==> config.mk <==
export PLATFORM = sky130hd
export DESIGN_NAME = rr_arbiter
export DESIGN_NICKNAME = d
export VERILOG_FILES = /design/src/rtl/rr_arbiter.sv
export SDC_FILE = /design/constraint.sdc
export NUM_CORES = 1
export LEC_CHECK = 0
export CORE_MARGIN = 2
export CORE_UTILIZATION = 40
export DETAILED_ROUTE_END_ITERATION = 7
export GPL_TIMING_DRIVEN = 1
export PLACE_DENSITY = 0.68
export SETUP_SLACK_MARGIN = 0.1
export SLEW_MARGIN = 10
export SYNTH_ARGS = -nofsm -noshare
export SYNTH_HDL_FRONTEND = slang
export SYNTH_SLANG_ARGS = --single-unit
==> constraint.sdc <==
create_clock -name clock -period 7.63 [get_ports clock]
set_clock_uncertainty 0.05 [all_clocks]
set_input_delay 1.1445 -clock clock [delete_from_list [all_inputs] [get_ports clock]]
set_output_delay 1.1445 -clock clock [all_outputs]
set_load 0.03 [all_outputs]
==> src/rtl/rr_arbiter.sv <==
// rtl/rr_arbiter.sv - round-robin arbiter with registered one-hot grant, rotating priority and an idle gap between owners (optional hold timeout: RR_ARB_TIMEOUT_EN)
module rr_arbiter #(
    parameter int N        = 8,
    parameter int MAX_HOLD = 16
) (
    input  logic                 clock,
    input  logic                 reset_n,
    input  logic                 en,
    input  logic [N-1:0]         req,
    output logic [N-1:0]         gnt,
    output logic [$clog2(N)-1:0] gnt_idx,
    output logic                 busy,
`ifdef RR_ARB_TIMEOUT_EN
    output logic                 timeout,
`endif
    output logic                 req_up
);

    localparam int IW = $clog2(N);

    typedef enum logic {IDLE, BUSY} state_t;

    // Reject configurations the rotating search cannot handle (wrap relies on N being a power of two)
    if (N < 2 || N > 32 || (N & (N - 1)) != 0 || MAX_HOLD < 1) begin : g_bad_cfg
        $error("rr_arbiter: unsupported N or MAX_HOLD");
    end

    state_t          state_q, state_d;
    logic [N-1:0]    gnt_q, gnt_d;
    logic [IW-1:0]   gnt_idx_q, gnt_idx_d;
    logic [IW-1:0]   ptr_q, ptr_d;
    logic            win_found;
    logic [IW-1:0]   win_idx;
    logic [IW-1:0]   cand;
    logic            release_w;

`ifdef RR_ARB_TIMEOUT_EN
    localparam int HW = $clog2(MAX_HOLD + 1);
    logic [HW-1:0]   hold_cnt_q, hold_cnt_d;
    logic            timeout_q, timeout_d;
    logic            expire_w;
`endif

    // Priority search: walk down from ptr with wrap-around, first set request wins
    always_comb begin
        win_found = 1'b0;
        win_idx   = '0;
        cand      = '0;
        for (int i = 0; i < N; i++) begin
            cand = ptr_q - IW'(i);
            if (!win_found && req[cand]) begin
                win_found = 1'b1;
                win_idx   = cand;
            end
        end
    end

    // Next-state: grant from IDLE, hold in BUSY, release (or en low / timeout) back to IDLE
    always_comb begin
        state_d   = state_q;
        gnt_d     = gnt_q;
        gnt_idx_d = gnt_idx_q;
        ptr_d     = ptr_q;
        release_w = 1'b0;
`ifdef RR_ARB_TIMEOUT_EN
        hold_cnt_d = hold_cnt_q;
        timeout_d  = 1'b0;
        expire_w   = 1'b0;
`endif
        case (state_q)
            IDLE: begin
                if (en && win_found) begin
                    state_d          = BUSY;
                    gnt_d            = '0;
                    gnt_d[win_idx]   = 1'b1;
                    gnt_idx_d        = win_idx;
`ifdef RR_ARB_TIMEOUT_EN
                    hold_cnt_d       = '0;
`endif
                end
            end
            BUSY: begin
                release_w = !en || !req[gnt_idx_q];
`ifdef RR_ARB_TIMEOUT_EN
                // Forced release only matters when someone else is waiting
                expire_w  = (hold_cnt_q == HW'(MAX_HOLD - 1)) && (|(req & ~gnt_q));
                if (release_w || expire_w) begin
                    timeout_d = !release_w;
`else
                if (release_w) begin
`endif
                    state_d   = IDLE;
                    gnt_d     = '0;
                    gnt_idx_d = '0;
                    // Just-served requester drops to lowest priority
                    ptr_d     = gnt_idx_q - IW'(1);
                end
`ifdef RR_ARB_TIMEOUT_EN
                else if (hold_cnt_q != HW'(MAX_HOLD)) begin
                    hold_cnt_d = hold_cnt_q + HW'(1);
                end
`endif
            end
            default: begin
                state_d   = IDLE;
                gnt_d     = '0;
                gnt_idx_d = '0;
            end
        endcase
    end

    // State registers; async reset restores MSB-first priority
    always_ff @(posedge clock or negedge reset_n) begin
        if (!reset_n) begin
            state_q    <= IDLE;
            gnt_q      <= '0;
            gnt_idx_q  <= '0;
            ptr_q      <= IW'(N - 1);
`ifdef RR_ARB_TIMEOUT_EN
            hold_cnt_q <= '0;
            timeout_q  <= 1'b0;
`endif
        end else begin
            state_q    <= state_d;
            gnt_q      <= gnt_d;
            gnt_idx_q  <= gnt_idx_d;
            ptr_q      <= ptr_d;
`ifdef RR_ARB_TIMEOUT_EN
            hold_cnt_q <= hold_cnt_d;
            timeout_q  <= timeout_d;
`endif
        end
    end

    assign gnt     = gnt_q;
    assign gnt_idx = gnt_idx_q;
    assign busy    = (state_q == BUSY);
    assign req_up  = en & ~|req;
`ifdef RR_ARB_TIMEOUT_EN
    assign timeout = timeout_q;
`endif

endmodule

# After elaboration in Yosys (flattened, before gate mapping)
# Index checks and enable logic that the tools add are counted.
[word_totals] reg_bits=15 input_bits=11 output_inout_bits=13 wordCells=95
[op_classes] addsub=8 magnitude_cmp=11 eq_ne=2 n_mux=45 bitwise=2 n_reduce_logical=23
[ops] cell="less-than comparator 3 x 4 -> 1 bit, second input constant" count=10
[ops] cell="two-way mux 3 bit" count=10
[ops] cell="binary-select mux 1 bit (select 3 bit)" count=9
[ops] cell="two-way mux 1 bit" count=20
[ops] cell="two-way mux 8 bit" count=2
[ops] cell="case mux 8 bit (2 select lines)" count=1
[ops] cell="subtractor 3 bit, second input constant" count=4
[ops] cell="logical NOT 1 bit" count=10
[ops] cell="logical AND 1 bit" count=9
[ops] cell="OR reduction 8 bit" count=1
[ops] cell="case mux 3 bit (2 select lines)" count=1
[ops] cell="subtractor 3 x 1 -> 3 bit, second input constant" count=2
[ops] cell="subtractor 3 x 2 -> 3 bit, second input constant" count=2
[ops] cell="AND reduction 2 bit" count=2
[ops] cell="demux 1 bit (select 3 bit)" count=1
[ops] cell="greater-or-equal comparator 3 x 1 -> 1 bit, second input constant" count=1
[ops] cell="inequality test 2 x 1 -> 1 bit, second input constant" count=1
[ops] cell="inequality test 2 bit, second input constant" count=1
[ops] cell="case mux 1 bit (2 select lines)" count=1
[ops] cell="AND 1 bit" count=1
[ops] cell="logical OR 1 bit" count=1
[ops] cell="NOT 1 bit" count=1

# Logic depth before layout (Yosys ltp)
# Gate-level depths: netlist (run 1).
[logic_depth] word_depth=30 ltp_mapped=11 depth_no_buf=9

# Least setup slack after synthesis (run 1)
# No wires, ideal clock.
[synth_timing] path_type="reg-to-reg" from="register ptr_q[1]" to="register gnt_q[0] (netlist: gnt[0])" setup_ns=0.122 arrival_time_ns=2.889 required_ns=7.458 setup_slack_ns=4.569 stages_incl_launch_ff=12 path_buffers=2 synth_period_minus_slack_ns=3.061 path_cell_list="dfstp_2 -> buf_4 -> inv_1 -> ha_1 -> buf_6 -> mux4_2 -> mux2i_4 -> and2_4 -> nand3_1 -> o32ai_2 -> o22ai_2 -> a32o_1"
[synth_between] elab_chain_len=30 word_cells_on_any_way=63 cone_classes="add/sub (7); order compare (2); eq/ne (1); mux (36); reduce/logical (17)"
[synth_rtl] item="from (decl)" line_no="31" source="logic [IW-1:0] ptr_q, ptr_d;"
[synth_rtl] item="from (signal assigned)" line_no="118" source="ptr_q <= IW'(N - 1);"
[synth_rtl] item="from (signal assigned)" line_no="127" source="ptr_q <= ptr_d;"
[synth_rtl] item="branches (longest 30 deep; another with subtractor 3 x 1 -> 3 bit)"
[synth_rtl] item="to (signal assigned)" line_no="125" source="gnt_q <= gnt_d;"
[synth_rtl] item="to (decl)" line_no="29" source="logic [N-1:0] gnt_q, gnt_d;"
# Parallel ways; which one is timed is not known. The select of a mux whose other input is x is not followed.
# A chain may end at the register's enable or synchronous reset.

# Worst setup path in the final report (run 1)
[layout_timing] from="input port req[4]" to="output port req_up"
[layout_between] elab_chain_len=3
[layout_rtl] item="from (decl)" line_no="9" source="input logic [N-1:0] req,"
[layout_rtl] item="OR reduction 8 bit" line_no="138" source="assign req_up = en & ~|req;"
[layout_rtl] item="logical NOT 1 bit" line_no="138"
[layout_rtl] item="AND 1 bit" line_no="138"
[layout_rtl] item="to (decl)" line_no="16" source="output logic req_up"
# No other way between the ends.

==> results of run 1 <==
critical path, cell delays in order:
cell,delay (ps)
clkdlybuf4s50_1,550
nor4_1,440
and3_1,220
clkdlybuf4s50_1,670
final timing paths:
path | start | to | slack (ps) | cells past startpoint
worst max-delay path | req[4] | req_up | 3420 | 4
worst min register to register | gnt[0]$_DFFE_PN0P_ | gnt[0]$_DFFE_PN0P_ | 440 | 1
max in group asynchronous | reset_n | gnt_idx[1]$_DFFE_PN0P_ | 5850 | 1
worst min-delay path | gnt[0]$_DFFE_PN0P_ | gnt[0]$_DFFE_PN0P_ | 440 | 1
min in group asynchronous | reset_n | gnt[1]$_DFFE_PN0P_ | 1250 | 1
worst max register to register | ptr_q[0]$_DFFE_PN1P_ | gnt[1]$_DFFE_PN0P_ | 4040 | 9
cells by family after synthesis:
family | count (synthesis) | synth area share, %
muxes | 28 | 32.3
buffers and inverters | 19 | 6.06
adders and majority gates | 3 | 2.36
and+or+nand+nor | 37 | 11.2
xor gates and xnor gates | 4 | 2.21
DFF | 15 | 23.9
AOI/OAI and AO/OA | 41 | 22.0
area by class of cell:
cell class	count	area [sq um]
Timing Repair Buffer	23	230
Clock buffer	3	41.3
Inverter	12	45.0
Clock inverter	1	5.00
Multi-Input combinational cell	113	1110
Tap cell	48	60.1
Fill cell	353	1870
Sequential cell	15	379
registers in the layout, indices dropped and copies added, names as in the netlist:
name and count:
ptr_q 3, gnt_idx 3, gnt 8, busy 1
per-stage QoR:
| stage | hold slack, ps | setup WS [ps] | instance area (sq um) | std cells | utilization [%] |
|---|---|---|---|---|---|
| after floorplan | 587 | 4570 | 1590 | 147 | - |
| after CTS | 447 | 3420 | 1870 | 215 | 50.1 |
| after global placement | 430 | 3490 | 1830 | 211 | 48.8 |
| after global routing | 466 | 3230 | 1870 | 215 | 50.1 |
| final | 441 | 3420 | 1870 | 215 | 50.1 |
| after detailed placement | 434 | 3410 | 1830 | 211 | 48.8 |
per-layer routing:
layer | GRT usage, % | vias to the layer above
li1 | - | 630
met1 | 25.4 | 657
met3 | 2.36 | 5
met5 | 0 | -
met2 | 32.2 | 38
met4 | 4.85 | 0
cell usage in the layout (no fill, tap or decap), types with 2 or more instances in the layout:
cell type / synthesis / final
xor2_1: 3 / 3
inv_1: 11 / 11
a21o_1: 2 / 2
o22ai_2: 2 / 2
ha_1: 3 / 3
o22a_1: 2 / 2
nor2_1: 6 / 6
a31oi_1: 4 / 4
dfrtp_1: 12 / 12
a32o_1: 9 / 9
mux2_4: 2 / 2
mux2i_1: 6 / 6
a211oi_2: 2 / 2
nand3_1: 5 / 5
clkdlybuf4s50_1: 0 / 23
nand2_1: 17 / 17
clkbuf_8: 0 / 3
dfstp_2: 3 / 3
and3_1: 2 / 2
a21oi_1: 3 / 3
mux2_2: 2 / 2
o21ai_0: 7 / 7
nor4_1: 3 / 3
mux4_2: 15 / 15
==> impl_metrics.tcl, run 1 <==
set metrics [dict create \
    h-tree-depth 1 \
    detail-route-antenna-nets 0 \
    wl_met2_um 1830 \
    fin_setup_tns_ps 0 \
    cap_violations 0 \
    cp-start-kind "primary input" \
    coreArea_sq_um 3740 \
    cts_hold_buf 0 \
    final_net_count 182 \
    synth_edf_count 0 \
    yosys.area.top_type "mux4_2" \
    synth.cells.most_frequent "nand2_1 (17), mux4_2 (15), dfrtp_1 (12)" \
    die_area_sq_um 4490 \
    timing.fmax_mhz 237 \
    grt_antenna_before_repair 0 \
    syn2layout_area_growth_pct 18.0 \
    drt_first_pass_iters 4 \
    die_w_um 67.0 \
    viasPerCell 6.19 \
    gp_congestion 0.803 \
    crit_arrival_ps 3020 \
    drtIter0Drc 62 \
    setup_viol 0 \
    min_period_ps 4210 \
    synthFlopType "dfrtp_1" \
    finalHoldViolCount 0 \
    initial_core_util_pct 42.4 \
    finalCritPeriodShare_pct 55.2 \
    post_drt_wl_per_cell_um 17.2 \
    cts_setup_buffers 0 \
    cts.sinks 15 \
    clkSlewWorstSetupHoldPaths_ps 60 \
    grt_usage_pct 19.0 \
    clock_latency_ps 250 \
    min_path_type "register to register" \
    die_h_um 67.0 \
    worst_slew_pin_slew_ps 818 \
    dr_total_vias 1330 \
    clk_path_buf_depth 2 \
    synthCells 147 \
    grt_pass1_wl_um 6450 \
    netlist_top_cells_area "mux4_2 (21%), dfrtp_1 (19%), a32o_1 (5.7%), dfstp_2 (5.0%), nand2_1 (4.0%)" \
    syn_area_per_cell_sq_um 10.8 \
    yosysSeqAreaShare_pct 23.9 \
    ys_warn_count 0 \
    crit_type "primary input to output port" \
    top_layer_used "met4" \
    grt_max_degree 16 \
    io_buffers 23 \
    rsz0062_at_grt "false" \
    cts_tree "built" \
    syn_nets 161 \
    yosysMostFrequentCell "nand2_1" \
    wirelength_um 3700 \
    relSlewSlack_pct 45.5 \
    worstPathRequired_ps 6440 \
    slew_violations 0 \
    cp_max_fo 9 \
    gr-total-overflow 0 \
    ys_async_sr_fraction_pct 100 \
    wl_met3_um 168 \
    final_layout_size_suffix_gt1_share_pct 24.6 \
    hpwlAfterDp_um 2880 \
    routedLengthMet1_um 1660 \
    placementRows 22 \
    ys_types 45 \
    cts_buffers 3 \
    syn_area_sq_um 1590 \
    ys_ff_latch 15 \
    drc 0 \
    grt_pass1_vias 1305 \
    post_cts_resized 0 \
    pin_count 24 \
    status "complete, no violations" \
    cts-root-buf "clkbuf_8" \
    diodes 0 \
    synth_top_area_share_pct 21.3 \
    end_kind "output port" \
]
Power of run 1 is left out: the tool's default activity adds up to more than one toggle a clock period on the data nets, which glitch-free logic cannot reach.
==> run 2, diff against run 1 <==
PLACE_DENSITY = 0.7   (was 0.68)
clock period = 3.6 ns   (was 7.63 ns; I/O delays follow)
==> run 2 against run 1 <==
Sequential share of layout area fell by 0.16 points. First-iteration DRC count fell by 48%. Non-clock buffer count rose by 2. Global-route usage rose by 1.0 points. Die area did not move. Core utilization rose by 0.40 points. Register-to-register slack got worse by 3700 ps. Flip-flop and latch count did not move. Routed wire length rose by 6.7%. Worst setup slack got worse by 3000 ps. Largest cell class unchanged. Highest routed layer unchanged.
==> impl_metrics.tcl, run 2 (synthesis gave the netlist of run 1 again) <==
set metrics [dict create \
    grt_pass1_vias 1428 \
    finalHoldViolCount 0 \
    worst_slew_pin_slew_ps 805 \
    grt_pass1_wl_um 6870 \
    slew_violations 0 \
    final_layout_size_suffix_gt1_share_pct 25.4 \
    final_net_count 184 \
    clkSlewWorstSetupHoldPaths_ps 60 \
    fillers 349 \
    dr_total_vias 1385 \
    grt_max_degree 16 \
    end_kind "register" \
    post_cts_resized 0 \
    die_h_um 67.0 \
    cts_hold_buf 0 \
    placementRows 22 \
    drc 0 \
    grt_antenna_before_repair 0 \
    rsz0062_at_grt "false" \
    crit_arrival_ps 3360 \
    relSlewSlack_pct 46.3 \
    fin_setup_tns_ps 0 \
    cts.sinks 15 \
    grt_usage_pct 20.0 \
    h-tree-depth 1 \
    viasPerCell 6.38 \
    holdCritStartpoint "gnt[6]$_DFFE_PN0P_" \
    finalCritPeriodShare_pct 89.6 \
    io_buffers 23 \
    clk_path_buf_depth 2 \
    final_cell_mix "clkdlybuf4s50_1 (23), nand2_1 (17), mux4_2 (15)" \
    crit_slowest_cell "mux4_2" \
    path_cells "inv_1 -> ha_1 -> mux4_2 -> mux2i_4 -> and2_4 -> a31oi_1 -> mux2i_1 -> o22a_1 -> a32o_1" \
    cts_buffers 3 \
    pin_count 24 \
    detail-route-antenna-nets 0 \
    wl_met3_um 201 \
    worstReg2RegEnd "gnt[7]$_DFFE_PN0P_" \
    coreArea_sq_um 3740 \
    cp_max_fo 11 \
    layout_commonest_cell "clkdlybuf4s50_1" \
    min_period_ps 3230 \
    cts-root-buf "clkbuf_8" \
    status "complete, no violations" \
    slowest_delay_ps 620 \
    cts_tree "built" \
    worst-r2r-cell-count 9 \
    hpwlAfterDp_um 3010 \
    gr-total-overflow 0 \
    seqCellArea_sq_um 379 \
    drtIter0Drc 32 \
    drt_first_pass_iters 5 \
    clock_latency_ps 250 \
    gp_congestion 0.915 \
    cp-start-kind "register" \
    r2r_setup_slack_ps 370 \
    syn2layout_area_growth_pct 18.9 \
    die_area_sq_um 4490 \
    cap_violations 0 \
    post_drt_wl_per_cell_um 18.2 \
    crit_type "register to register" \
    timing.fmax_mhz 310 \
    die_w_um 67.0 \
    initial_core_util_pct 42.4 \
    setup_viol 0 \
    largest_reg_flops 8 \
    routedLengthMet1_um 1640 \
    worstPathRequired_ps 3730 \
    holdPathEnd "gnt[6]$_DFFE_PN0P_" \
    r2r-start "ptr_q[1]$_DFFE_PN1P_" \
    multi_input_area_sq_um 1110 \
    top_layer_used "met4" \
    wirelength_um 3950 \
    diodes 0 \
    holdPathStages 1 \
    wl_met2_um 2000 \
    cts_setup_buffers 0 \
    min_path_type "register to register" \
]
-- run 2: cell count changes in the layout (fill, tap and decap cells not counted) --
cell,previous run,this run
buf_4,0,2
-- run 2: routing by layer --
layer,global-route usage (%),vias up
met2,33.7,54
met4,6.38,0
li1,-,628
met5,0,-
met1,26.5,687
met3,2.53,16
-- run 2: through the flow --
stage | cell area [sq um] | util (%) | setup WS [ps] | hold slack [ps] | cells
after floorplan | 1590 | - | 539 | 194 | 147
after global placement | 1840 | 49.2 | 360 | 431 | 213
after detailed placement | 1840 | 49.2 | 322 | 430 | 213
after CTS | 1890 | 50.5 | 399 | 446 | 217
after global routing | 1890 | 50.5 | 103 | 469 | 217
final | 1890 | 50.5 | 373 | 441 | 217
-- run 2: layout make-up --
type / count / share of cell area (%)
tap: 48 / 3.18
clock inverter: 1 / 0.265
sequential: 15 / 20.1
timing repair buffer: 25 / 13.0
clock buffer: 3 / 2.19
inverter: 12 / 2.38
multi-input combinational: 113 / 58.9
-- run 2: how the worst max path moves through the flow --
| stage | from | to | slack, ps | depth (start not counted) |
|---|---|---|---|---|
| 2_1_floorplan | ptr_q[1]$_DFFE_PN1P_ | gnt[0]$_DFFE_PN0P_ | 540 | 11 |
| 3_3_place_gp | req[7] | gnt[7]$_DFFE_PN0P_ | 360 | 8 |
| 3_5_place_dp | req[7] | gnt[5]$_DFFE_PN0P_ | 320 | 8 |
| 4_1_cts | ptr_q[1]$_DFFE_PN1P_ | gnt[7]$_DFFE_PN0P_ | 400 | 9 |
| 5_1_grt | ptr_q[1]$_DFFE_PN1P_ | gnt[6]$_DFFE_PN0P_ | 100 | 9 |
| 6_report | ptr_q[1]$_DFFE_PN1P_ | gnt[7]$_DFFE_PN0P_ | 370 | 9 |
-- run 2: critical path, delay by kind of cell, from the launching register on --
kind | cells | cell delay (ps)
compound gates | 3 | 580
simple gates | 1 | 210
mux | 3 | 1150
buf+inv | 1 | 90
flops | 1 | 530
fa+ha+maj | 1 | 540
Power of run 2 is left out for the same reason.
==> run 3, diff against run 2 <==
CORE_UTILIZATION = 30   (was 40)
GPL_ROUTABILITY_DRIVEN = 1   (was not set)
PLACE_DENSITY = 0.57   (was 0.7)
==> run 3 against run 2 <==
Count of clock-buffer cells in the layout unchanged. Routed wire length shrank 1.4%. Worst setup slack gained 41 ps. Flip-flop and latch count is the same. Register-to-register slack better by 40 ps. Global-route usage shrank 5.9 points. Sequential share of layout area down 0.37 points. Final cell count increased by 11%. Cell area grew 1.9%. Core utilization decreased by 13 points. Non-clock buffer count is 1 higher. Critical path depth unchanged. Critical path type unchanged.
==> impl_metrics.tcl, run 3 (synthesis gave the netlist of run 1 again) <==
set metrics [dict create \
    placementRows 26 \
    drtIter0Drc 78 \
    cap_violations 0 \
    crit_arrival_ps 3270 \
    rsz0062_at_grt "false" \
    diodes 0 \
    gr-total-overflow 0 \
    cp-endpoint "gnt[7]$_DFFE_PN0P_" \
    drt_first_pass_iters 4 \
    end_kind "register" \
    cp_max_fo 11 \
    setup_viol 0 \
    timing.fmax_mhz 314 \
    hold_ws_ps 442 \
    r2r-start "ptr_q[0]$_DFFE_PN1P_" \
    final_cell_mix "clkdlybuf4s50_1 (23), nand2_1 (17), mux4_2 (15)" \
    crit_type "register to register" \
    cts_setup_buffers 0 \
    fin_setup_tns_ps 0 \
    cts-root-buf "clkbuf_8" \
    finalHoldViolCount 0 \
    clkSlewWorstSetupHoldPaths_ps 60 \
    clk_path_buf_depth 2 \
    relSlewSlack_pct 53.5 \
    coreArea_sq_um 5110 \
    post_cts_resized 0 \
    syn2layout_area_growth_pct 21.1 \
    final_layout_size_suffix_gt1_share_pct 25.9 \
    fillers 510 \
    grt_pass1_vias 1385 \
    worst_slew_pin_slew_ps 695 \
    cts_buffers 3 \
    hpwlAfterDp_um 2990 \
    grt_busiest_layer "met2" \
    gp_congestion 0.837 \
    drc 0 \
    cts_tree "built" \
    use_met1_pct 18.5 \
    grt_pass1_wl_um 6760 \
    cp-start-kind "register" \
    final_net_count 185 \
    worstPathRequired_ps 3680 \
    worst-r2r-cell-count 9 \
    die_w_um 76.8 \
    critPathLaunch "ptr_q[0]$_DFFE_PN1P_" \
    min_path_type "register to register" \
    h-tree-depth 1 \
    worstReg2RegEnd "gnt[7]$_DFFE_PN0P_" \
    r2r_setup_slack_ps 410 \
    largest_reg_flops 8 \
    status "complete, no violations" \
    grt_use_met2_pct 24.4 \
    cts_hold_buf 0 \
    detail-route-antenna-nets 0 \
    viasPerCell 5.65 \
    layout_commonest_cell "clkdlybuf4s50_1" \
    min_period_ps 3190 \
    use_met3_pct 1.88 \
    post_drt_wl_per_cell_um 16.2 \
    clock_latency_ps 240 \
    die_h_um 76.8 \
    grt_max_degree 16 \
    initial_core_util_pct 31.1 \
    die_area_sq_um 5900 \
    finalCritPeriodShare_pct 88.5 \
    grt_antenna_before_repair 0 \
    grt_usage_pct 14.1 \
    wirelength_um 3900 \
    io_buffers 23 \
    slew_violations 0 \
    cts.sinks 15 \
    pin_count 24 \
    dr_total_vias 1355 \
]
## run 3: cell types whose count changed in the layout (fill, tap and decap cells not counted), sizes merged
cell / previous run / this run
buf: 2 / 3
## run 3: cell type report
cell class / instances / area, sq um / area share (%)
multi-input cells: 113 / 1110 / 57.9
flip-flops and latches: 15 / 379 / 19.7
repair buffers: 26 / 253 / 13.1
well taps: 70 / 87.6 / 4.55
inverters: 12 / 45.0 / 2.34
clock buffers: 3 / 41.3 / 2.15
clock inverters: 1 / 5.00 / 0.260
## run 3: per-layer routing
layer | vias up | share of wire (%)
met3 | 4 | 3.0
li1 | 635 | -
met1 | 684 | 43
met5 | - | 0
met4 | 0 | 1.4
met2 | 32 | 52
## run 3: worst min path at each step
stage / startpoint / to / depth (start not counted)
5_1_grt: gnt[3]$_DFFE_PN0P_ / gnt[3]$_DFFE_PN0P_ / 1
6_report: gnt[3]$_DFFE_PN0P_ / gnt[3]$_DFFE_PN0P_ / 1
3_3_place_gp: gnt[1]$_DFFE_PN0P_ / gnt[1]$_DFFE_PN0P_ / 1
2_1_floorplan: reset_n / busy$_DFF_PN0_ / 0
4_1_cts: gnt[2]$_DFFE_PN0P_ / gnt[2]$_DFFE_PN0P_ / 1
3_5_place_dp: gnt[2]$_DFFE_PN0P_ / gnt[2]$_DFFE_PN0P_ / 1
## run 3: worst max-delay path, stage by stage, from the launching register on
cell     delay (ps)
dfstp_2         520
inv_1           100
ha_1            540
mux4_2          620
mux2i_4         260
and2_4          210
a31oi_1         100
mux2i_1         170
o22a_1          250
a32o_1          240
## run 3: metrics by stage
step	std cells	utilization [%]	setup slack (ps)	instance area (sq um)
5_1_grt	240	37.7	226	1920
4_1_cts	240	37.7	427	1920
2_1_floorplan	147	-	539	1590
3_3_place_gp	236	36.8	320	1880
6_report	240	37.7	414	1920
3_5_place_dp	236	36.8	312	1880
Power of run 3 is left out for the same reason.
